File: config.mk
export PLATFORM = sky130hd
export DESIGN_NAME = queue_ctrl
export DESIGN_NICKNAME = d
export VERILOG_FILES = /design/src/rtl/queue_ctrl.sv
export SDC_FILE = /design/constraint.sdc
export NUM_CORES = 1
export LEC_CHECK = 0
export CAP_MARGIN = 10
export CORE_ASPECT_RATIO = 0.6
export CORE_MARGIN = 5
export CORE_UTILIZATION = 45
export DETAILED_ROUTE_END_ITERATION = 6
export PLACE_DENSITY = 0.72
export SYNTH_ARGS = -nofsm -noshare
export SYNTH_HDL_FRONTEND = slang
export SYNTH_SLANG_ARGS = --single-unit
File: constraint.sdc
create_clock -name clk -period 3.66 [get_ports clk]
set_clock_uncertainty 0.15 [all_clocks]
set_input_delay 0.549 -clock clk [delete_from_list [all_inputs] [get_ports clk]]
set_output_delay 0.549 -clock clk [all_outputs]
set_load 0.05 [all_outputs]
File: src/rtl/queue_ctrl.sv
// -----------------------------------------------------------------------------
// queue_ctrl
//
// Fill controller for the 4-byte instruction queue (an 8-bit-in, 32-bit-out
// shift register). It fetches bytes from instruction memory over a req/ack
// handshake. Each accepted byte pulses the queue shift enable. The controller
// tracks how many fresh bytes the queue holds, and presents the word as valid
// to the decoder once all four bytes are fresh.
//
// Ports
//   clk         in   system clock, rising edge
//   rst         in   asynchronous reset, active low
//   mem_req     out  byte fetch request
//   mem_addr    out  byte address of the current fetch (the program counter)
//   mem_ack     in   memory data valid this cycle (data goes straight to queue)
//   q_en        out  queue shift enable, same edge as the accepted byte
//   q_valid     out  queue holds 4 fresh bytes
//   q_count     out  number of fresh bytes in the queue, 0..4
//   word_addr   out  address of the oldest byte (queue MSB byte)
//   dec_take    in   decoder consumes the current word
//   flush       in   branch/redirect, discard queue contents
//   flush_addr  in   new fetch address on flush
//   bus_err     out  fetch timeout flag
//
// Optional feature (macro QCTRL_TIMEOUT_EN): a wait counter moves the
// controller to an error state after TIMEOUT fetch cycles without mem_ack.
// Only flush or reset leave that state. When the macro is undefined, bus_err
// is tied low and a fetch waits for an ack indefinitely.
// -----------------------------------------------------------------------------
module queue_ctrl #(
    parameter int unsigned       ADDR_W     = 16,
    parameter logic [ADDR_W-1:0] RESET_ADDR = '0,
    parameter int unsigned       TIMEOUT    = 15
) (
    input  logic              clk,
    input  logic              rst,
    output logic              mem_req,
    output logic [ADDR_W-1:0] mem_addr,
    input  logic              mem_ack,
    output logic              q_en,
    output logic              q_valid,
    output logic [2:0]        q_count,
    output logic [ADDR_W-1:0] word_addr,
    input  logic              dec_take,
    input  logic              flush,
    input  logic [ADDR_W-1:0] flush_addr,
    output logic              bus_err
);

    // The wait counter is 4 bits wide, so TIMEOUT must fit in 1..15.
    if (TIMEOUT == 0 || TIMEOUT > 15) begin : g_bad_timeout
        $error("queue_ctrl: TIMEOUT must be in 1..15");
    end

    typedef enum logic [1:0] {
        ST_IDLE,
        ST_FETCH,
        ST_FULL
`ifdef QCTRL_TIMEOUT_EN
        , ST_ERR
`endif
    } state_e;

    state_e            state_q, state_d;
    logic [ADDR_W-1:0] pc_q, pc_d;
    logic [ADDR_W-1:0] word_addr_q, word_addr_d;
    logic [2:0]        count_q, count_d;

`ifdef QCTRL_TIMEOUT_EN
    localparam logic [3:0] WAIT_LAST = 4'(TIMEOUT - 1);

    logic [3:0] wait_q, wait_d;
    logic       bus_err_q, bus_err_d;
`endif

    always_ff @(posedge clk or negedge rst) begin
        if (!rst) begin
            state_q     <= ST_IDLE;
            pc_q        <= RESET_ADDR;
            word_addr_q <= RESET_ADDR;
            count_q     <= '0;
`ifdef QCTRL_TIMEOUT_EN
            wait_q      <= '0;
            bus_err_q   <= 1'b0;
`endif
        end else begin
            state_q     <= state_d;
            pc_q        <= pc_d;
            word_addr_q <= word_addr_d;
            count_q     <= count_d;
`ifdef QCTRL_TIMEOUT_EN
            wait_q      <= wait_d;
            bus_err_q   <= bus_err_d;
`endif
        end
    end

    always_comb begin
        state_d     = state_q;
        pc_d        = pc_q;
        word_addr_d = word_addr_q;
        count_d     = count_q;
        mem_req     = 1'b0;
        q_en        = 1'b0;
`ifdef QCTRL_TIMEOUT_EN
        wait_d      = wait_q;
        bus_err_d   = bus_err_q;
`endif

        // Flush overrides everything outside IDLE. A coincident ack is
        // dropped (no shift) and a coincident take is ignored.
        if (flush && state_q != ST_IDLE) begin
            state_d     = ST_FETCH;
            pc_d        = flush_addr;
            word_addr_d = flush_addr;
            count_d     = '0;
`ifdef QCTRL_TIMEOUT_EN
            wait_d      = '0;
            bus_err_d   = 1'b0;
`endif
        end else begin
            case (state_q)
                ST_IDLE: begin
                    state_d = ST_FETCH;
`ifdef QCTRL_TIMEOUT_EN
                    wait_d  = '0;
`endif
                end
                ST_FETCH: begin
                    mem_req = 1'b1;
                    if (mem_ack) begin
                        q_en    = 1'b1;
                        pc_d    = pc_q + ADDR_W'(1);
                        count_d = count_q + 3'd1;
                        // The first fresh byte becomes the oldest byte of the word.
                        if (count_q == 3'd0) begin
                            word_addr_d = pc_q;
                        end
                        if (count_q == 3'd3) begin
                            state_d = ST_FULL;
                        end
`ifdef QCTRL_TIMEOUT_EN
                        wait_d = '0;
                    end else if (wait_q == WAIT_LAST) begin
                        state_d   = ST_ERR;
                        bus_err_d = 1'b1;
                    end else begin
                        wait_d = wait_q + 4'd1;
`endif
                    end
                end
                ST_FULL: begin
                    // Queue is held. Consuming the word restarts the fill;
                    // the stale bytes get shifted out by the refill.
                    if (dec_take) begin
                        count_d = '0;
                        state_d = ST_FETCH;
`ifdef QCTRL_TIMEOUT_EN
                        wait_d  = '0;
`endif
                    end
                end
                default: begin
                    state_d = state_q;
                end
            endcase
        end
    end

    assign mem_addr  = pc_q;
    assign q_valid   = (state_q == ST_FULL);
    assign q_count   = count_q;
    assign word_addr = word_addr_q;

`ifdef QCTRL_TIMEOUT_EN
    assign bus_err = bus_err_q;
`else
    assign bus_err = 1'b0;
`endif

endmodule

== Word level (Yosys, flattened, before mapping) ==
Cells that the tools add are included.
Storage, ports and cells
  logic and storage cells: 46
  output and inout bits: 39
  bits in registers: 37
  input bits: 21
Operators by class
  multiplexer cells: 21
  equality and inequality tests: 6
  reductions and logical operators: 13
  $add $sub $neg: 2
Operators with widths (count)
  16-bit two-way mux: 7
  16-bit by 1-bit adder with 16-bit output, second input constant: 1
  3-bit two-way mux: 3
  2-bit two-way mux: 4
  2-bit nonzero test: 4
  3-bit != test, second input constant: 2
  2-bit one-hot mux with 3 select lines: 1
  3-bit one-hot mux with 2 select lines: 1
  3-bit AND reduction: 2
  1-bit two-way mux: 5
  4-bit AND reduction: 1
  4-bit nonzero test: 1
  3-bit by 1-bit adder with 3-bit output, second input constant: 1
  3-bit by 2-bit == test with 1-bit output, second input constant: 1
  3-bit logical NOT: 1
  3-bit by 1-bit != test with 1-bit output, second input constant: 1
  3-bit nonzero test: 1
  2-bit by 1-bit == test with 1-bit output, second input constant: 1
  2-bit == test, second input constant: 1
  2-bit logical NOT: 1
  2-bit AND reduction: 1
  1-bit logical AND: 1

== Logic depth before layout (Yosys ltp) ==
Gate-level depths: netlist (run 1).
  depth in word-level cells: 5
  mapped depth: 7
  depth with buffers taken out: 6

== Worst setup path after synthesis (run 1) ==
OpenSTA, ideal clock, no wires.
  path type: input-to-output
  from: in flush
  to: out mem_req
  stages: 2
  slack: 1578 ps
  arrival time: 1383 ps
  buffers on the path: 1
  cell sequence: buf_2 -> nor2_1
On the way
  word-level cells in the longest chain between the ends: 2
Ends and longest elaborated chain
  start: declaration: RTL line 45  | input logic flush,
  1-bit logical AND: RTL line 112  | if (flush && state_q != ST_IDLE) begin
  1-bit two-way mux: RTL line 112
  end: declaration: RTL line 37  | output logic mem_req,
No other way between the ends.

== Final worst setup path (run 1) ==
  from: in mem_ack
  to: out q_en
On the way
  word-level cells in the longest chain between the ends: 3
Ends and longest elaborated chain
  start: declaration: RTL line 39  | input logic mem_ack,
  1-bit two-way mux: RTL line 131  | if (mem_ack) begin
  1-bit two-way mux: RTL line 122  | case (state_q)
  1-bit two-way mux: RTL line 112
  end: declaration: RTL line 40  | output logic q_en,
No other way between the ends.

==> results of run 1 <==
==> state kept, by name (all words and copies together), names as in the netlist <==
name / flops
mem_addr: 16
word_addr: 16
q_count: 3
state_q: 2
==> cells by family (layout without fill, tap and decap cells) <==
group / count (synthesis) / count (layout) / synth area share
buffers and inverters: 21 / 73 / 0.0578
AND/OR/NAND/NOR: 96 / 96 / 0.228
AO/OA/AOI/OAI: 58 / 58 / 0.174
other: 1 / 1 / 0.00173
adder cells (fa/ha/maj): 4 / 4 / 0.0231
multiplexers: 17 / 17 / 0.0873
flip-flops: 37 / 37 / 0.428
==> worst reg2reg max path, stage by stage (launching register included) <==
cell and delay [ns]:
dfrtp_1 0.54, o21ai_4 0.85, a21oi_4 0.34, mux2_1 0.41
==> layout by cell type, fill, tap and decap left out, types with 2 or more instances in the layout <==
cell and n:
clkdlybuf4s50_1 57, nand2_1 53, dfrtp_1 37, a21oi_1 16, o21ai_0 14, nand3_1 9, mux2_1 8, nand2b_1 7
nor2_1 7, mux2_2 7, o22ai_1 7, inv_1 6, nor3_1 5, clkbuf_8 5, ha_1 4, a311oi_1 3
buf_4 3, nor2b_1 2, o21a_1 2, nand4_1 2, nor4_2 2, nor3b_1 2, o21ai_1 2, a31oi_1 2
o31ai_1 2, mux2i_1 2
==> per-stage QoR <==
stage | hold slack (ns) | area, sq um | worst slack (ns)
after floorplan | 0.103 | 2160 | 1.58
after global placement | 0.321 | 2740 | 0.668
after detailed placement | 0.328 | 2740 | 0.665
after CTS | 0.236 | 2810 | 0.667
after global routing | 0.270 | 2810 | 0.599
final | 0.196 | 2810 | 0.667
==> worst max path at each step <==
stage / startpoint / end / slack [ns] / depth (start not counted)
after floorplan: flush / mem_req / 1.58 / 2
after global placement: mem_ack / q_en / 0.67 / 4
final: mem_ack / q_en / 0.67 / 4
after detailed placement: mem_ack / q_en / 0.67 / 4
after global routing: mem_ack / q_en / 0.60 / 4
after CTS: mem_ack / q_en / 0.67 / 4
==> report_power, final <==
part | leakage [nW] | internal (W) | total, W | switching, W
logic | 0.692 | 0.000218 | 0.000614 | 0.000396
clock network | 0.0399 | 0.000125 | 0.000265 | 0.000140
registers | 0.437 | 0.000477 | 0.000556 | 0.0000791
total | 1.17 | 0.000819 | 0.00143 | 0.000615
==> final cells by class <==
type,count,share of cell area
tap,63,0.0280
multi-input combinational,176,0.396
inverter,6,0.00801
clock buffer,5,0.0245
sequential,37,0.329
timing repair buffer,61,0.213
clock inverter,1,0.00178
==> routing by layer <==
layer  up-vias  wire, um  track usage
li1        938         -            -
met1       862      2870        0.285
met2        59      2040        0.207
met3         6       438       0.0584
met4         0        48       0.0460
met5         -         0            0
==> results.py, run 1 <==
metrics = {
    "run_status": {
        "status": "finished clean",
    },
    "yosys": {
        "synth_edf_count": 0,
        "synth_top_area_share": 0.428,
        "yosysWarningCount": 0,
        "synth_cell_types": 44,
        "synth_area_leaders": "dfrtp_1, nand2_1, mux2_1",
        "syn_inst": 234,
        "synthTopCellsByCount": "nand2_1, dfrtp_1, a21oi_1",
        "yosysMostFrequentCell": "nand2_1",
        "synthesis.area_sq_um": 2160,
        "synth_nets": 259,
        "async_flop_share": 1.00,
        "ys_seq_area_frac": 0.428,
        "yosysTopAreaCell": "dfrtp_1",
        "ys.flop_type": "dfrtp_1",
        "ys_ff_latch": 37,
        "syn_avg_cell_area_sq_um": 9.24,
    },
    "cts": {
        "cts_resized": 0,
        "cts_max_level": 2,
        "clock_latency_ns": 0.29,
        "postCtsSetupRepairBufs": 0,
        "clk_pin_slew_ns": 0.07,
        "clockRootBuffer": "clkbuf_8",
        "cts_tree": "done",
        "cts_hold_buffers": 0,
        "cts_sinks": 37,
        "cts_buffers": 5,
        "cts_buffer_depth": 2,
    },
    "worst_setup_path": {
        "critPathKind": "primary input to output port",
        "r2r-start": "state_q[0]",
        "rrSetupSlack_ns": 1.27,
        "worst_ep_arrival_time_ns": 2.29,
        "required_ns": 2.96,
        "reg2reg_depth": 3,
        "startpoint_type": "primary input",
        "worst_path_max_delay_cell": "clkdlybuf4s50_1",
        "critPathMostFrequentCell": "clkdlybuf4s50_1",
        "r2r-end": "word_addr[1]",
        "path_buf_inv": 3,
        "path_max_fanout": 7,
        "endpoint_kind": "output port",
        "crit_path_max_incr_delay_ns": 0.84,
        "crit_chain": "clkdlybuf4s50_1 -> nand4bb_4 -> inv_1 -> clkdlybuf4s50_1",
        "cpLargestDelayFamily": "buffers and inverters",
    },
    "routing": {
        "drt-initial-drc-count": 93,
        "drc": 0,
        "avgRoutedWirePerCell_um": 15.5,
        "drtAntennaViolNets": 0,
        "wl_mm": 5.39,
        "dr.pass1.iters": 4,
        "routed-via-count": 1865,
        "vias_per_cell": 5.34,
    },
    "grt": {
        "grt_overflow": 0,
        "antenna_found_initial": 0,
        "grt_max_degree": 42,
        "grt.total_usage": 0.174,
        "grt_pass1_vias": 1697,
        "grt_pass1_wl_mm": 8.68,
    },
    "place": {
        "dpl.hpwl_mm": 3.85,
        "port_buffers": 58,
        "dp.cells": 343,
        "gp_congestion": 0.771,
    },
    "sta": {
        "max_freq_ghz": 0.334,
        "rsz0062_at_grt": "false",
        "post-route-min-period_ns": 2.99,
        "worst_slew_pin_slew_ns": 0.987,
        "relSlewSlack": 0.340,
        "setup_tns_ns": 0,
        "hold_viol": 0,
        "drv_slew": 0,
        "setup_viol": 0,
        "final.period_utilization": 0.818,
    },
    "finish": {
        "synthToLayoutAreaGrowth_pct": 30.0,
        "layout.cells.non_filler": 349,
        "diodes": 0,
        "multi_input_area_sq_um": 1110,
        "nFillCells": 424,
        "drive_above_1_share": 0.0874,
        "final_net_count": 312,
        "seq_area_sq_um": 926,
        "fin_util": 0.610,
    },
    "pwr": {
        "finalPower_w": 0.00143,
        "powerDensity_nw_per_um2": 510,
        "p_leak_nw": 1.17,
        "ir_drop_v": 0.000398,
    },
    "floorplan": {
        "rows": 19,
        "num_io_pins": 60,
        "initial_utilization": 0.469,
        "die_h_um": 63.7,
        "die_area_sq_um": 6340,
        "die_w_um": 99.5,
        "coreArea_sq_um": 4610,
    },
    "job": {
        "maxCapViolations": 0,
    },
    "hold_path": {
        "hp-class": "primary input to asynchronous set/reset pin",
    },
}
No activity file was read; power rests on OpenSTA's default activity.
==> run 2: changes to the inputs <==
==> constraint.sdc (replaced) <==
create_clock -name clk -period 2.9 [get_ports clk]
set_clock_uncertainty 0.15 [all_clocks]
set_input_delay 0.435 -clock clk [delete_from_list [all_inputs] [get_ports clk]]
set_output_delay 0.435 -clock clk [all_outputs]
set_load 0.05 [all_outputs]
==> results.py, run 2 (same netlist as run 1, synthesis figures left out) <==
metrics = {
    "sta": {
        "setup_viol": 0,
        "rsz0062_at_grt": "false",
        "setup_tns_ns": 0,
        "drv_slew": 0,
        "hold_viol": 0,
        "worst_slew_pin_slew_ns": 0.820,
        "relSlewSlack": 0.453,
        "post-route-min-period_ns": 2.43,
        "final.period_utilization": 0.837,
        "max_freq_ghz": 0.412,
    },
    "job": {
        "maxCapViolations": 0,
    },
    "floorplan": {
        "coreArea_sq_um": 4610,
        "die_w_um": 99.5,
        "die_h_um": 63.7,
        "num_io_pins": 60,
        "die_area_sq_um": 6340,
        "initial_utilization": 0.469,
        "rows": 19,
    },
    "finish": {
        "fin_util": 0.628,
        "diodes": 0,
        "drive_above_1_share": 0.113,
        "synthToLayoutAreaGrowth_pct": 33.8,
        "layout.cells.non_filler": 355,
        "layout_common_cells": "clkdlybuf4s50_1, nand2_1, dfrtp_1",
        "final_common_cell": "clkdlybuf4s50_1",
        "stdcell_area_sq_um": 2900,
        "final_net_count": 316,
    },
    "worst_setup_path": {
        "path_max_fanout": 11,
        "critPathKind": "flop to output port",
        "cpLargestDelayFamily": "buffers and inverters",
        "rrSetupSlack_ns": 0.88,
        "endpoint_kind": "output port",
        "crit_chain": "nor2b_1 -> clkdlybuf4s50_1",
        "required_ns": 2.32,
        "crit_path_max_incr_delay_ns": 0.81,
        "worst_path_max_delay_cell": "clkdlybuf4s50_1",
        "worst_ep_arrival_time_ns": 1.84,
        "path_buf_inv": 1,
        "startpoint_type": "flop",
    },
    "grt": {
        "grt_pass1_wl_mm": 9.27,
        "grt_max_degree": 38,
        "grt.total_usage": 0.183,
        "grtUsageMet2": 0.250,
        "busiest_layer": "met1",
        "grt_use_met1": 0.269,
        "antenna_found_initial": 0,
        "met3_usage": 0.0717,
        "grt_overflow": 0,
        "grt_pass1_vias": 1872,
    },
    "place": {
        "gp_congestion": 0.829,
        "port_buffers": 58,
        "dp.cells": 347,
        "post_dp_cell_area_sq_um": 2780,
        "dpl.hpwl_mm": 4.01,
    },
    "cts": {
        "cts_resized": 0,
        "cts_sinks": 37,
        "cts_max_level": 2,
        "postCtsSetupRepairBufs": 0,
        "cts_tree": "done",
        "cts_hold_buffers": 0,
        "clock_latency_ns": 0.30,
        "clk_pin_slew_ns": 0.08,
        "cts_buffers": 5,
        "clockRootBuffer": "clkbuf_8",
        "cts_buffer_depth": 2,
    },
    "pwr": {
        "ir_drop_v": 0.000507,
        "p_leak_nw": 1.21,
        "powerDensity_nw_per_um2": 681,
        "finalPower_w": 0.00197,
    },
    "routing": {
        "drt-initial-drc-count": 75,
        "avgRoutedWirePerCell_um": 15.8,
        "routed-via-count": 1948,
        "drc": 0,
        "drtAntennaViolNets": 0,
        "wl_mm": 5.61,
        "dr.pass1.iters": 4,
        "vias_per_cell": 5.49,
    },
    "hold_path": {
        "hp-class": "primary input to asynchronous set/reset pin",
    },
    "run_status": {
        "status": "finished clean",
    },
}
run 2: cell types whose count changed in the layout (fill, tap and decap cells not counted), sizes merged:
cell,before,now
buf,4,10
bufinv,0,1
clkbuf,5,6
clkdlybuf4s50,57,55
clkinv,1,0
clkinvlp,0,1
run 2: routing by layer:
layer / share of wire / up-vias
met3: 0.12 / 6
met4: 0.0086 / 0
li1: - / 948
met2: 0.39 / 94
met1: 0.48 / 900
met5: 0 / -
run 2: through the flow:
step                      hold WS (ns)  setup WS [ns]
final                           0.0711          0.473
after global routing             0.162          0.387
after CTS                        0.108          0.474
after detailed placement         0.327          0.511
after global placement           0.321          0.522
after floorplan                -0.0106          0.857
run 2: cell type report:
type,count,area (sq um)
flip-flops and latches,37,926
fillers,397,1720
well taps,63,78.8
multi-input cells,176,1110
repair buffers,65,636
clock buffers,6,82.6
inverters,6,22.5
clock inverters,2,37.5
run 2: power breakdown:
part | internal, W | switching, W | leakage, nW
sequential | 0.000601 | 0.000103 | 0.437
clock | 0.000280 | 0.000202 | 0.0574
combinational | 0.000282 | 0.000504 | 0.716
total | 0.00116 | 0.000809 | 1.21
run 2: path summary, 6_finish.rpt:
path | from | to | cells past startpoint
max reg2reg | state_q[0] | mem_addr[8] | 5
min reg2reg | word_addr[8] | word_addr[8] | 1
max in group asynchronous | rst | mem_addr[5] | 1
min in group clk | word_addr[8] | word_addr[8] | 1
max | state_q[1] | q_valid | 2
min | rst | mem_addr[13] | 1
